$ cat src/rtl/sample_packer_if.sv
// Handshake bundle for sample_packer: sample stream in, packed lane word out.
// SAMPLE_PACKER_FLUSH_EN adds i_flush and o_count.
interface sample_packer_if #(
   parameter int BUS_WIDTH  = 4,
   parameter int DATA_WIDTH = 6
);
   logic                  i_valid;
   logic                  i_ready;
   logic [DATA_WIDTH-1:0] i_data;
   logic                  o_valid;
   logic                  o_ready;
   logic [DATA_WIDTH-1:0] o_data [0:BUS_WIDTH-1];
`ifdef SAMPLE_PACKER_FLUSH_EN
   logic                        i_flush;
   logic [$clog2(BUS_WIDTH):0]  o_count;

   modport master (output i_valid, i_data, o_ready, i_flush,
                   input  i_ready, o_valid, o_data, o_count);
   modport slave  (input  i_valid, i_data, o_ready, i_flush,
                   output i_ready, o_valid, o_data, o_count);
`else
   modport master (output i_valid, i_data, o_ready,
                   input  i_ready, o_valid, o_data);
   modport slave  (input  i_valid, i_data, o_ready,
                   output i_ready, o_valid, o_data);
`endif
endinterface

$ cat src/rtl/sample_packer.sv
// Serial-to-parallel packer: BUS_WIDTH samples per word, collect + output register.
// Optional partial-group flush with lane count under SAMPLE_PACKER_FLUSH_EN.
module sample_packer #(
  parameter int BUS_WIDTH  = 4,
  parameter int DATA_WIDTH = 6
) (
  input logic            clk,
  input logic            rst,
  sample_packer_if.slave bus
);
  localparam int IDX_W = $clog2(BUS_WIDTH);
  localparam int CNT_W = IDX_W + 1;
  localparam logic [IDX_W-1:0] LAST = IDX_W'(BUS_WIDTH - 1);

  if (BUS_WIDTH < 2 || (BUS_WIDTH & (BUS_WIDTH - 1)) != 0) begin : g_bad_width
    $fatal(1, "sample_packer: BUS_WIDTH must be a power of 2 and >= 2");
  end

  typedef enum logic {EMPTY, FULL} state_t;

  state_t                state_q, state_d;
  logic [IDX_W-1:0]      idx_q, idx_d;
  logic [DATA_WIDTH-1:0] collect_q [BUS_WIDTH];
  logic [DATA_WIDTH-1:0] collect_d [BUS_WIDTH];
  logic [DATA_WIDTH-1:0] out_q [BUS_WIDTH];
  logic [DATA_WIDTH-1:0] out_d [BUS_WIDTH];
  logic                  loadable, in_ready, accept, complete, emit;
`ifdef SAMPLE_PACKER_FLUSH_EN
  logic [CNT_W-1:0]      count_q, count_d, fill;
`endif

  always_comb begin
    loadable  = (state_q == EMPTY) || bus.o_ready;
    in_ready  = !(idx_q == LAST && state_q == FULL && !bus.o_ready);
`ifdef SAMPLE_PACKER_FLUSH_EN
    // A pending flush blocks input until the word can actually be emitted
    in_ready  = in_ready && !(bus.i_flush && !loadable);
`endif
    accept    = bus.i_valid && in_ready;
    complete  = accept && (idx_q == LAST);

    collect_d = collect_q;
    if (accept) collect_d[idx_q] = bus.i_data;
    idx_d     = accept ? idx_q + IDX_W'(1) : idx_q;

    state_d   = state_q;
    out_d     = out_q;
`ifdef SAMPLE_PACKER_FLUSH_EN
    count_d   = count_q;
    fill      = CNT_W'(idx_q) + CNT_W'(accept);
    emit      = complete || (bus.i_flush && loadable && fill != '0);
`else
    emit      = complete;
`endif

    if (emit) begin
      state_d = FULL;
`ifdef SAMPLE_PACKER_FLUSH_EN
      idx_d   = '0;
      count_d = fill;
      // Lanes beyond the fill point may hold stale samples from earlier groups
      for (int unsigned l = 0; l < BUS_WIDTH; l++)
        out_d[l] = (CNT_W'(l) < fill) ? collect_d[l] : '0;
`else
      out_d   = collect_d;
`endif
    end else if (state_q == FULL && bus.o_ready) begin
      state_d = EMPTY;
    end
  end

  always_ff @(posedge clk) begin
    if (rst) begin
      state_q   <= EMPTY;
      idx_q     <= '0;
      collect_q <= '{default: '0};
      out_q     <= '{default: '0};
`ifdef SAMPLE_PACKER_FLUSH_EN
      count_q   <= '0;
`endif
    end else begin
      state_q   <= state_d;
      idx_q     <= idx_d;
      collect_q <= collect_d;
      out_q     <= out_d;
`ifdef SAMPLE_PACKER_FLUSH_EN
      count_q   <= count_d;
`endif
    end
  end

  assign bus.i_ready = in_ready;
  assign bus.o_valid = (state_q == FULL);
  assign bus.o_data  = out_q;
`ifdef SAMPLE_PACKER_FLUSH_EN
  assign bus.o_count = count_q;
`endif
endmodule

$ cat src/flat_wrapper.sv
// flat-port wrapper written by rule: the top's interface ports become plain ports
module sample_packer_flat 
#(
  parameter int BUS_WIDTH  = 4,
  parameter int DATA_WIDTH = 6
)
  (clk, rst, bus_i_valid, bus_i_data, bus_o_ready, bus_i_ready, bus_o_valid, bus_o_data);
  sample_packer_if #(.BUS_WIDTH(BUS_WIDTH), .DATA_WIDTH(DATA_WIDTH)) bus_i ();
  input logic clk;
  input logic rst;
  input wire logic [$bits(bus_i.i_valid)-1:0] bus_i_valid;
  input wire logic [$bits(bus_i.i_data)-1:0] bus_i_data;
  input wire logic [$bits(bus_i.o_ready)-1:0] bus_o_ready;
  output wire logic [$bits(bus_i.i_ready)-1:0] bus_i_ready;
  output wire logic [$bits(bus_i.o_valid)-1:0] bus_o_valid;
  output wire logic [$bits(bus_i.o_data)-1:0] bus_o_data;
  assign bus_i.i_valid = bus_i_valid;
  assign bus_i.i_data = bus_i_data;
  assign bus_i.o_ready = bus_o_ready;
  assign bus_i_ready = bus_i.i_ready;
  assign bus_o_valid = bus_i.o_valid;
  assign bus_o_data = {>>{bus_i.o_data}};
  sample_packer #(.BUS_WIDTH(BUS_WIDTH), .DATA_WIDTH(DATA_WIDTH)) u_core (.clk(clk), .rst(rst), .bus(bus_i));
endmodule
$ cat config.mk
export PLATFORM = sky130hd
export DESIGN_NAME = sample_packer_flat
export DESIGN_NICKNAME = d
export VERILOG_FILES = /design/src/rtl/sample_packer_if.sv /design/src/rtl/sample_packer.sv /design/src/flat_wrapper.sv
export SDC_FILE = /design/constraint.sdc
export NUM_CORES = 1
export LEC_CHECK = 0
export ABC_CLOCK_PERIOD_IN_PS = 2000
export CORE_MARGIN = 2
export CORE_UTILIZATION = 50
export DETAILED_ROUTE_END_ITERATION = 10
export PLACE_DENSITY = 0.79
export REMOVE_ABC_BUFFERS = 1
export SLEW_MARGIN = 20
export SYNTH_ARGS = -nofsm -noshare
export SYNTH_HDL_FRONTEND = slang
export SYNTH_SLANG_ARGS = --single-unit
$ cat constraint.sdc
create_clock -name clk -period 2 [get_ports clk]
set_input_delay 0.3 -clock clk [delete_from_list [all_inputs] [get_ports clk]]
set_output_delay 0.3 -clock clk [all_outputs]
set_load 0.02 [all_outputs]
## Yosys cells after proc, flatten, opt, wreduce, memory -nomap -nowiden

Index checks and enable logic that the tools add are counted.

| operators by class | value |
|---|---|
| add/sub/neg operators | 1 |
| order comparisons | 2 |
| eq/ne operators | 1 |
| muxes and demuxes | 6 |
| bitwise logic cells | 1 |
| reduce and logical (&&, ||, !) cells | 9 |

Operator list:

| cell | number |
|---|---|
| $bwmux W24 | 1 |
| $mux W24 | 1 |
| $demux W6 S2 | 1 |
| $logic_and A1 B1 Y1 | 6 |
| $mux W6 | 1 |
| $ge A3 B3 Y1 const B | 1 |
| $lt A3 B1 Y1 const B | 1 |
| $not A2 Y3 | 1 |
| $add A2 B1 Y2 const B | 1 |
| $eq A2 B2 Y1 const B | 1 |
| $logic_not A1 Y1 | 2 |
| $mux W1 | 2 |
| $reduce_bool A2 Y1 | 1 |

| storage, ports and cells | value |
|---|---|
| flip-flop bits (word level) | 51 |
| input bits | 10 |
| output and inout bits | 26 |

## Longest topological paths before layout

| depth | value |
|---|---|
| word-level depth | 7 |
| mapped depth | 6 |

## Worst setup path after synthesis

Ideal clock, no wire load.

| path | value |
|---|---|
| path kind | flip-flop to flip-flop |
| start | register u_core.idx_q[0] |
| end | register u_core.idx_q[0] |
| arrival | 1249 ps |
| setup slack | 628 ps |
| cell stages (with the launch flop) | 5 |
| buffers on the path | 0 |
| path through | dfxtp_1 > ha_1 > nand3b_4 > and2_1 > mux2_1 |

| on the way | value |
|---|---|
| word-level cells in the longest chain between the ends | 5 |
| elaborated cells on any way between the ends | 6 |

Ends and longest elaborated chain:

| item | line | source |
|---|---|---|
| start: declaration | sample_packer.sv:22 | `logic [IDX_W-1:0] idx_q, idx_d;` |
| start signal: assignment | sample_packer.sv:83 | `idx_q <= idx_d;` |
| $eq A2 B2 Y1 | sample_packer.sv:34 | `in_ready = !(idx_q == LAST && state_q == FULL && !bus.o_ready);` |
| $logic_and A1 B1 Y1 (2 in series) | sample_packer.sv:34 |  |
| $logic_not A1 Y1 | sample_packer.sv:34 |  |
| net bus_i_ready | flat_wrapper.sv:14 | `output wire logic [$bits(bus_i.i_ready)-1:0] bus_i_ready;` |
| $logic_and A1 B1 Y1 | sample_packer.sv:39 | `accept = bus.i_valid && in_ready;` |

The timed path passes the listed nets, and every way through them passes these cells.
A chain may end at the register's enable or synchronous reset.

## Final worst setup path

| path | value |
|---|---|
| start | register u_core.state_q (netlist: u_core.bus.o_valid) |
| end | output port bus_o_valid |

RTL lines:

| item | line | source |
|---|---|---|
| start: declaration | sample_packer.sv:21 | `state_t state_q, state_d;` |
| start signal: assignment | sample_packer.sv:82 | `state_q <= state_d;` |
| end: declaration | flat_wrapper.sv:15 | `output wire logic [$bits(bus_i.o_valid)-1:0] bus_o_valid;` |

No word-level cell between the ends.

==> qor.csv <==
metric;value;unit
worstHoldPathType;input port to flip-flop;
power_density;688;nW/um2
syn_inst;201;
r2r-end;u_core.bus.o_data[18]$_SDFFE_PP0P_;
port_buffers;35;
grt_start_max_net_pins;30;
synth_common_cells;45 x dfxtp_1, 36 x mux2i_1, 25 x nand2b_1;
ys_seq_area_share;40.9;%
cts_setup_buffers;0;
avgSynthCellArea;11.0;um2
die_y;70.4;um
synth_top_area_share;40.9;%
grt_pass1_wl;7670;um
diodes;0;
critPathLaunchType;flip-flop;
cap_violations;0;
ff2ff_path_depth;4;
grt_pass1_vias;1541;
fmax;600;MHz
r2r-start;u_core.idx_q[0]$_SDFFE_PP0N_;
hold_viol;0;
crit_buf_inv;1;
synth_area_leaders;dfxtp_1 41%, mux2i_1 16%, a211oi_2 8.0%;
power.total;1.82;mW
multiInputGateArea;1140;um2
antenna_found_initial;0;
ant_nets;0;
fillers;374;
routed-via-count;1550;
grt_overflow;0;
nets;244;
place.gp.congestion;0.821;
fin_crit_sh;83.4;%
critPathKind;flip-flop to output pin;
synthDistinctLibCells;30;
cts-root-buf;clkbuf_8;
tns;0;ns
syn_to_final_growth;20.0;%
leakagePower;0.979;nW
worstPathArrival;1.37;ns
wl;4640;um
synth_edf_count;0;
cp_slowest_cell;clkdlybuf4s50_1;
path_cells;clkdlybuf4s50_1;
outcome;complete, no violations;
finClkSkew;0.00540;ns
ff_latch_area;901;um2
cts_made_buffers;5;
ys.warnings.count;0;
route.detailed.drc;0;
die_area;4950;um2
routed_via_density;5.48;
yosysMostFrequentCell;dfxtp_1;
core;4290;um2
regToRegSetupSlack;0.44;ns
period_minus_slack;1.67;ns
die_w;70.4;um
drtIter0Drc;73;
clock_latency;0.30;ns
whs;0.384;ns
yosysTopAreaCell;dfxtp_1;
slowest_delay;0.64;ns
drive_above_1_share;22.5;%
path_clk_slew;0.08;ns
pin_count;36;
grt_setup_unrepaired;false;
slew_violations;0;
peakVddDrop;409;uV
dp_hpwl;3020;um
cts_tree;done;
synth-seq-cells;45;
min_path_cells;2;
firstDrtPassIters;4;
rows;24;
syn_area;2200;um2
cts_sinks;45;
worstHoldStart;rst;
critical-path-top-delay-family;buffers and inverters;
cp_max_fo;4;
worst_slew_pin_slew;0.425;ns
slew_headroom;71.7;%
postSynth.asyncResetShare;0;%
finalSetupViolations;0;
cts.path.max_buffers;2;
grt_usage;20.1;%
end_kind;output pin;
min_to;u_core.bus.o_data[1]$_SDFFE_PP0P_;
worstPathRequired;1.70;ns
cp.depth;1;
start_util;51.3;%
wl_per_cell;16.4;um
synth_ff_type;dfxtp_1;
htreeDepth;2;
-- timing repair --
item / CTS / global route
resized for setup: 0 / 2
hold buffers: 0 / 0
setup endpoints to repair: 0 / 1
-- metrics by stage --
step / utilization (%) / cell area, um2 / instances / worst slack (ns)
floorplan: - / 2050 / 181 / 0.471
global placement: 59.1 / 2540 / 275 / 0.154
detailed placement: 59.1 / 2540 / 275 / 0.113
CTS: 61.5 / 2640 / 283 / 0.0133
global route: 61.6 / 2640 / 283 / 0.267
finish: 61.6 / 2640 / 283 / 0.332
-- layout make-up --
cell class | count | share of cell area [%]
multi-input cells | 134 | 43.3
inverters | 2 | 0.284
clock buffers | 7 | 3.64
repair buffers | 42 | 16.1
flip-flops and latches | 45 | 34.1
clock inverters | 1 | 0.189
well taps | 52 | 2.46
-- layout by cell type, fill, tap and decap left out, drive strengths merged --
| cell type | instances |
|---|---|
| mux2 | 1 |
| a21oi | 25 |
| nand4b | 1 |
| o21ai | 6 |
| inv | 2 |
| and3 | 1 |
| and2b | 1 |
| ha | 4 |
| a211oi | 18 |
| and2 | 2 |
| nand2b | 25 |
| clkbuf | 7 |
| buf | 8 |
| mux2i | 36 |
| dlymetal6s2s | 1 |
| dfxtp | 45 |
| nand3 | 8 |
| clkdlybuf4s50 | 33 |
| o31ai | 1 |
| clkinv | 1 |
| nand2 | 1 |
| nor2 | 3 |
| nand3b | 1 |
-- how the worst max path moves through the flow --
stage	startpoint	to	slack [ns]
after detailed placement	bus_o_ready	bus_i_ready	0.11
after global placement	bus_o_ready	bus_i_ready	0.15
final	u_core.bus.o_valid$_SDFFE_PP0P_	bus_o_valid	0.33
after global routing	u_core.bus.o_valid$_SDFFE_PP0P_	bus_o_valid	0.27
after floorplan	u_core.bus.o_valid$_SDFFE_PP0P_	u_core.bus.o_data[18]$_SDFFE_PP0P_	0.47
after CTS	u_core.idx_q[0]$_SDFFE_PP0N_	bus_i_ready	0.01
-- registers in the layout, indices dropped and copies added (netlist names) --
register            flops
u_core.bus.o_data      24
u_core.bus.o_valid      1
u_core.collect_q       18
u_core.idx_q            2
-- metal layers --
layer	vias to the layer above	wire length (um)	track usage (%)
met5	-	0	0
li1	763	-	-
met2	29	2280	32.3
met3	9	176	5.19
met4	0	95	8.76
met1	749	2090	25.2
-- power breakdown --
part | internal, mW | switching (mW) | leakage [nW]
Combinational | 0.120 | 0.136 | 0.560
Sequential | 0.926 | 0.0179 | 0.365
Clock | 0.312 | 0.307 | 0.0542
-- kinds of logic after synthesis --
family / count (synthesis) / synth area share [%]
AOI/OAI and AO/OA: 50 / 19.1
DFF: 45 / 40.9
and+or+nand+nor: 43 / 13.6
muxes: 37 / 16.9
buffers and inverters: 22 / 7.32
adders and majority gates: 4 / 2.27
No activity file was read; power rests on OpenSTA's default activity.
